### src/rtl/click_pkg.sv
// Shared types and default timing for the click generator and detector benches.
package click_pkg;

    typedef enum logic [1:0] {
        IDLE   = 2'd0,
        PRESS  = 2'd1,
        GAP    = 2'd2,
        SETTLE = 2'd3
    } click_state_t;

    localparam int CLICK_CNT_W          = 3;
    localparam int DEF_PRESS_WIDTH      = 4;
    localparam int DEF_GAP_WIDTH        = 3;
    localparam int DEF_SETTLE_WIDTH     = 10;
    localparam int DEF_TIMER_WIDTH      = 20;
    localparam int DEF_BOUNCE_LEN       = 2;

    // Cycles from acceptance edge to the done cycle for an n-press train.
    function automatic int train_cycles(input int n, input int press_w,
                                        input int gap_w, input int settle_w);
        return n * press_w + (n - 1) * gap_w + settle_w + 1;
    endfunction

endpackage

### src/rtl/click_timer.sv
// Loadable saturating down-counter; the FSM reloads it on every phase change.
module click_timer #(
    parameter int WIDTH = 20
) (
    input  logic             clk,
    input  logic             rst_n,
    input  logic             load,
    input  logic [WIDTH-1:0] load_value,
    output logic [WIDTH-1:0] count,
    output logic             zero
);

    assign zero = (count == '0);

    // Load has priority; otherwise count down and hold at zero.
    always_ff @(posedge clk) begin
        if (!rst_n)
            count <= '0;
        else if (load)
            count <= load_value;
        else if (!zero)
            count <= count - WIDTH'(1);
    end

endmodule

### src/rtl/click_gen.sv
// Button-waveform transmitter: emits N press pulses, a settle window, then a
// one-cycle done pulse. Optional contact bounce at the start of each press is
// enabled with `define CLICK_GEN_BOUNCE_EN.
module click_gen
    import click_pkg::*;
#(
    parameter int PRESS_WIDTH  = DEF_PRESS_WIDTH,
    parameter int GAP_WIDTH    = DEF_GAP_WIDTH,
    parameter int SETTLE_WIDTH = DEF_SETTLE_WIDTH,
`ifdef CLICK_GEN_BOUNCE_EN
    parameter int BOUNCE_LEN   = DEF_BOUNCE_LEN,
`endif
    parameter int TIMER_WIDTH  = DEF_TIMER_WIDTH
) (
    input  logic                   clk,
    input  logic                   rst_n,
    input  logic                   start,
    input  logic [CLICK_CNT_W-1:0] clicks,
    output logic                   button,
    output logic                   busy,
    output logic                   done
);

    localparam logic [TIMER_WIDTH-1:0] PRESS_LOAD  = TIMER_WIDTH'(PRESS_WIDTH - 1);
    localparam logic [TIMER_WIDTH-1:0] GAP_LOAD    = TIMER_WIDTH'(GAP_WIDTH - 1);
    localparam logic [TIMER_WIDTH-1:0] SETTLE_LOAD = TIMER_WIDTH'(SETTLE_WIDTH - 1);

    click_state_t           state, state_next;
    logic [CLICK_CNT_W-1:0] remaining, remaining_next;
    logic                   load;
    logic [TIMER_WIDTH-1:0] load_value;
    logic [TIMER_WIDTH-1:0] count;
    logic                   zero;
    logic                   button_next;
    logic                   done_next;

    click_timer #(.WIDTH(TIMER_WIDTH)) u_timer (
        .clk        (clk),
        .rst_n      (rst_n),
        .load       (load),
        .load_value (load_value),
        .count      (count),
        .zero       (zero)
    );

    assign busy = (state != IDLE);

    // Phase sequencing; timer reloads coincide with every state change.
    always_comb begin
        state_next     = state;
        remaining_next = remaining;
        load           = 1'b0;
        load_value     = '0;
        done_next      = 1'b0;
        case (state)
            IDLE: begin
                if (start && clicks != '0) begin
                    state_next     = PRESS;
                    remaining_next = clicks - CLICK_CNT_W'(1);
                    load           = 1'b1;
                    load_value     = PRESS_LOAD;
                end
            end
            PRESS: begin
                if (zero) begin
                    load = 1'b1;
                    if (remaining != '0) begin
                        state_next     = GAP;
                        remaining_next = remaining - CLICK_CNT_W'(1);
                        load_value     = GAP_LOAD;
                    end else begin
                        state_next = SETTLE;
                        load_value = SETTLE_LOAD;
                    end
                end
            end
            GAP: begin
                if (zero) begin
                    state_next = PRESS;
                    load       = 1'b1;
                    load_value = PRESS_LOAD;
                end
            end
            SETTLE: begin
                if (zero) begin
                    state_next = IDLE;
                    done_next  = 1'b1;
                end
            end
            default: state_next = IDLE;
        endcase
    end

`ifdef CLICK_GEN_BOUNCE_EN
    // Position within the press during the next cycle: 0 on a fresh load,
    // otherwise the timer will hold count-1, i.e. PRESS_WIDTH-count elapsed.
    logic [TIMER_WIDTH-1:0] press_idx_next;

    // Press level with alternating bounce over the first BOUNCE_LEN cycles.
    always_comb begin
        press_idx_next = load ? '0 : (TIMER_WIDTH'(PRESS_WIDTH) - count);
        button_next    = (state_next == PRESS);
        if (press_idx_next < TIMER_WIDTH'(BOUNCE_LEN) && press_idx_next[0])
            button_next = 1'b0;
    end
`else
    // Clean press: line is high for the whole press phase.
    always_comb begin
        button_next = (state_next == PRESS);
    end
`endif

    // State and registered outputs; reset drops the line immediately.
    always_ff @(posedge clk) begin
        if (!rst_n) begin
            state     <= IDLE;
            remaining <= '0;
            button    <= 1'b0;
            done      <= 1'b0;
        end else begin
            state     <= state_next;
            remaining <= remaining_next;
            button    <= button_next;
            done      <= done_next;
        end
    end

endmodule

### config.mk
export PLATFORM = sky130hd
export DESIGN_NAME = click_gen
export DESIGN_NICKNAME = d
export VERILOG_FILES = /design/src/rtl/click_pkg.sv /design/src/rtl/click_timer.sv /design/src/rtl/click_gen.sv
export SDC_FILE = /design/constraint.sdc
export NUM_CORES = 1
export LEC_CHECK = 0
export CORE_MARGIN = 10
export CORE_UTILIZATION = 45
export CTS_CLUSTER_SIZE = 14
export DETAILED_ROUTE_END_ITERATION = 16
export MAX_ROUTING_LAYER = met4
export PLACE_DENSITY_LB_ADDON = 0.1
export SLEW_MARGIN = 20
export SYNTH_ARGS = -nofsm -noshare
export SYNTH_HDL_FRONTEND = slang
export SYNTH_HIERARCHICAL = 1
export SYNTH_SLANG_ARGS = --single-unit
### constraint.sdc
create_clock -name clk -period 7.8 [get_ports clk]
set_input_delay 2.34 -clock clk [delete_from_list [all_inputs] [get_ports clk]]
set_output_delay 2.34 -clock clk [all_outputs]
set_load 0.03 [all_outputs]
==> results_dict.tcl <==
set metrics [dict create \
    die_w_um 82.2 \
    grtUsageMet2 0.204 \
    slew_violations 0 \
    cts_resized 0 \
    die_area_mm2 0.00676 \
    antenna_found_initial 0 \
    max-clock-path-buffers 2 \
    hp-class "reg -> reg" \
    synth_top_family_by_area "simple AND/OR/NAND/NOR gates" \
    die_y_um 82.2 \
    synth-xor-area-share 0.0453 \
    diodes 0 \
    synthMuxAreaShare 0.0237 \
    pin_count 9 \
    postSynth.asyncResetShare 0 \
    syn_area_per_cell_um2 8.49 \
    gr-usage-all-layers 0.129 \
    final_cells 275 \
    min_path_cells 2 \
    synth-simple-area-share 0.274 \
    cp_cell_sequence "clkdlybuf4s50_1 > o31ai_2 > or2_2 > a21oi_1 > nor2b_1 > o21ai_1 > o21ai_0" \
    cts_tree "done" \
    root_buffer "clkbuf_8" \
    cts_hold_buf 0 \
    reg2reg_depth 8 \
    max_freq_ghz 0.222 \
    slowest_delay_ns 0.52 \
    fin_setup_tns_ns 0 \
    io_buffers 8 \
    dp_hpwl_um 2980 \
    gp_congestion 0.847 \
    rows 22 \
    p_leak_nw 0.715 \
    seq_area_frac_synth 0.311 \
    met1_usage 0.171 \
    yosys.cell_types.count 57 \
    synth_area_mm2 0.00174 \
    grt_first_pass_wirelength_um 6870 \
    worstPathRequired_ns 7.92 \
    core_area_mm2 0.00369 \
    cts-htree-levels 1 \
    viasPerCell 5.52 \
    end_kind "flop" \
    drtPass1Iterations 4 \
    initialDrtViolationCount 125 \
    ys_seq_elements 27 \
    cts.sinks 27 \
    busiest_layer "met2" \
    place_inst 271 \
    rrSetupSlack_ns 4.23 \
    worstSkewPairLatency_ns 0.27 \
    path_class "in -> reg" \
    cp_slowest_cell "clkdlybuf4s50_1" \
    wl_per_cell_um 14.0 \
    grt_setup_unrepaired "no" \
    ys.warnings.count 6 \
    num-nets-final 242 \
    arrival_ns 4.62 \
    clock_skew_ns 0.00671 \
    vias 1517 \
    drc 0 \
    startpoint_type "primary input" \
    synth_compound_area_frac 0.241 \
    path_clk_slew_ns 0.09 \
    cp_max_fo 12 \
    synth_fa_ha_area_frac 0.0575 \
    cts_buffers 3 \
    final_hold_viol_count 0 \
    area_growth_pct 12.4 \
    yosys_most_used_dff "dfxtp_1" \
    grt-ovfl-total 0 \
    start_util 0.472 \
    maxCapViolCount 0 \
    setup_violations 0 \
    finalCriticalPeriod_ns 4.50 \
    worst_slew_pin_slew_ns 0.775 \
    drive_above_1_share 0.0925 \
    powerDensity_mw_per_mm2 255 \
    drtAntennaViolNets 0 \
    grt_util_met3 0.0162 \
    synth-edff-count 0 \
    slew_headroom 0.480 \
    post_cts_buffers 0 \
    grt_max_degree 18 \
    syn_inst 205 \
    grt_pass1_vias 1441 \
    routed_wl_um 3860 \
    fin_crit_sh 0.577 \
    ir_worst_vdd_v 0.000108 \
    outcome "complete, no violations" \
]
-- cell type report --
type | count | area [um^2]
inverter | 10 | 37.5
timing repair buffer | 8 | 80.1
tap | 48 | 60.1
sequential | 27 | 541
fill | 372 | 1730
multi-input combinational | 178 | 1190
clock buffer | 3 | 41.3
clock inverter | 1 | 5.00
-- report_power, final --
part / switching, W / leakage [nW] / internal (W) / total (W)
Clock: 0.0000418 / 0.0255 / 0.0000357 / 0.0000775
Sequential: 0.0000353 / 0.223 / 0.000165 / 0.000201
Combinational: 0.000129 / 0.467 / 0.0000919 / 0.000221
Total: 0.000206 / 0.715 / 0.000293 / 0.000499
-- worst max-delay path, delay by kind of cell --
kind / cells / cell delay, ns
buffers and inverters: 1 / 0.52
AOI/OAI and AO/OA: 4 / 1.27
and+or+nand+nor: 2 / 0.49
-- Yosys cell counts (3+ instances only) --
| cell | count | area [um^2] |
|---|---|---|
| nor2_1 | 8 | 30.0 |
| xor2_1 | 3 | 26.3 |
| dfxtp_1 | 27 | 541 |
| nor4_1 | 8 | 50.1 |
| clkbuf_1 | 7 | 26.3 |
| or4_1 | 3 | 22.5 |
| nor2b_1 | 3 | 18.8 |
| a32oi_1 | 3 | 26.3 |
| o21ai_1 | 3 | 15.0 |
| nand4_1 | 3 | 18.8 |
| a22oi_1 | 3 | 22.5 |
| ha_1 | 8 | 100 |
| nor3_1 | 4 | 20.0 |
| o31ai_1 | 3 | 22.5 |
| or3_1 | 3 | 18.8 |
| a21oi_1 | 6 | 30.0 |
| xnor2_1 | 6 | 52.6 |
| inv_1 | 10 | 37.5 |
| mux2i_1 | 3 | 30.0 |
| o21ai_0 | 20 | 100 |
| nand2_1 | 21 | 78.8 |
| and2_1 | 3 | 18.8 |
-- sequential cells by signal, indices dropped and copies added (netlist names) --
register	count
remaining	3
button	1
done	1
state	2
u_timer/count	20
-- layer usage --
metal / part of all wire / up-vias
met3: 0.035 / 2
met1: 0.50 / 706
met4: 0.0039 / 0
met2: 0.46 / 25
li1: - / 784
met5: 0 / -
-- kinds of logic after synthesis --
group / count (synthesis)
and+or+nand+nor: 79
AOI/OAI and AO/OA: 58
DFF: 27
buffers and inverters: 19
xor gates and xnor gates: 9
adders and majority gates: 8
muxes: 4
other: 1
-- stage by stage --
| step | utilization | worst slack (ns) | area, um^2 | hold slack, ns | total power (W) |
|---|---|---|---|---|---|
| finish | 0.530 | 3.30 | 1960 | 0.502 | 0.000499 |
| global route | 0.530 | 3.05 | 1960 | 0.542 | 0.000544 |
| CTS | 0.530 | 3.20 | 1960 | 0.507 | 0.000502 |
| detailed placement | 0.518 | 2.93 | 1910 | 0.492 | 0.000421 |
| global placement | 0.518 | 3.12 | 1910 | 0.486 | 0.000416 |
| floorplan | - | 3.82 | 1810 | 0.456 | 0.000374 |
-- path summary, 6_finish.rpt --
check,endpoint,startpoint
min reg2reg,u_timer/count[18],u_timer/count[18]
max,u_timer/count[14],clicks[2]
max reg2reg,u_timer/count[14],u_timer/count[12]
min,u_timer/count[18],u_timer/count[18]
-- cells in the final DEF (no fill, tap or decap), drive strengths merged, types with 2 or more instances in the layout --
cell / Yosys / layout
nand3b: 2 / 2
a21oi: 6 / 6
a211oi: 3 / 3
nand2b: 2 / 2
nand4: 3 / 3
or3: 4 / 4
o21ai: 23 / 23
nor3b: 2 / 2
or2: 2 / 2
a31o: 2 / 2
nor3: 5 / 5
clkbuf: 7 / 3
mux2i: 3 / 3
a32oi: 3 / 3
nor4b: 2 / 2
a21boi: 2 / 2
o31ai: 4 / 4
nand2: 21 / 21
ha: 8 / 8
o41ai: 2 / 2
a31oi: 2 / 2
xor2: 3 / 3
inv: 10 / 10
dfxtp: 27 / 27
a32o: 2 / 2
nor4: 9 / 9
nor2b: 4 / 4
a22oi: 3 / 3
or3b: 2 / 2
and3: 2 / 2
nor2: 9 / 9
and2: 5 / 5
conb: 1 / 20
clkdlybuf4s50: 0 / 8
or4: 3 / 3
xnor2: 6 / 6
No activity file was read; power rests on OpenSTA's default activity.
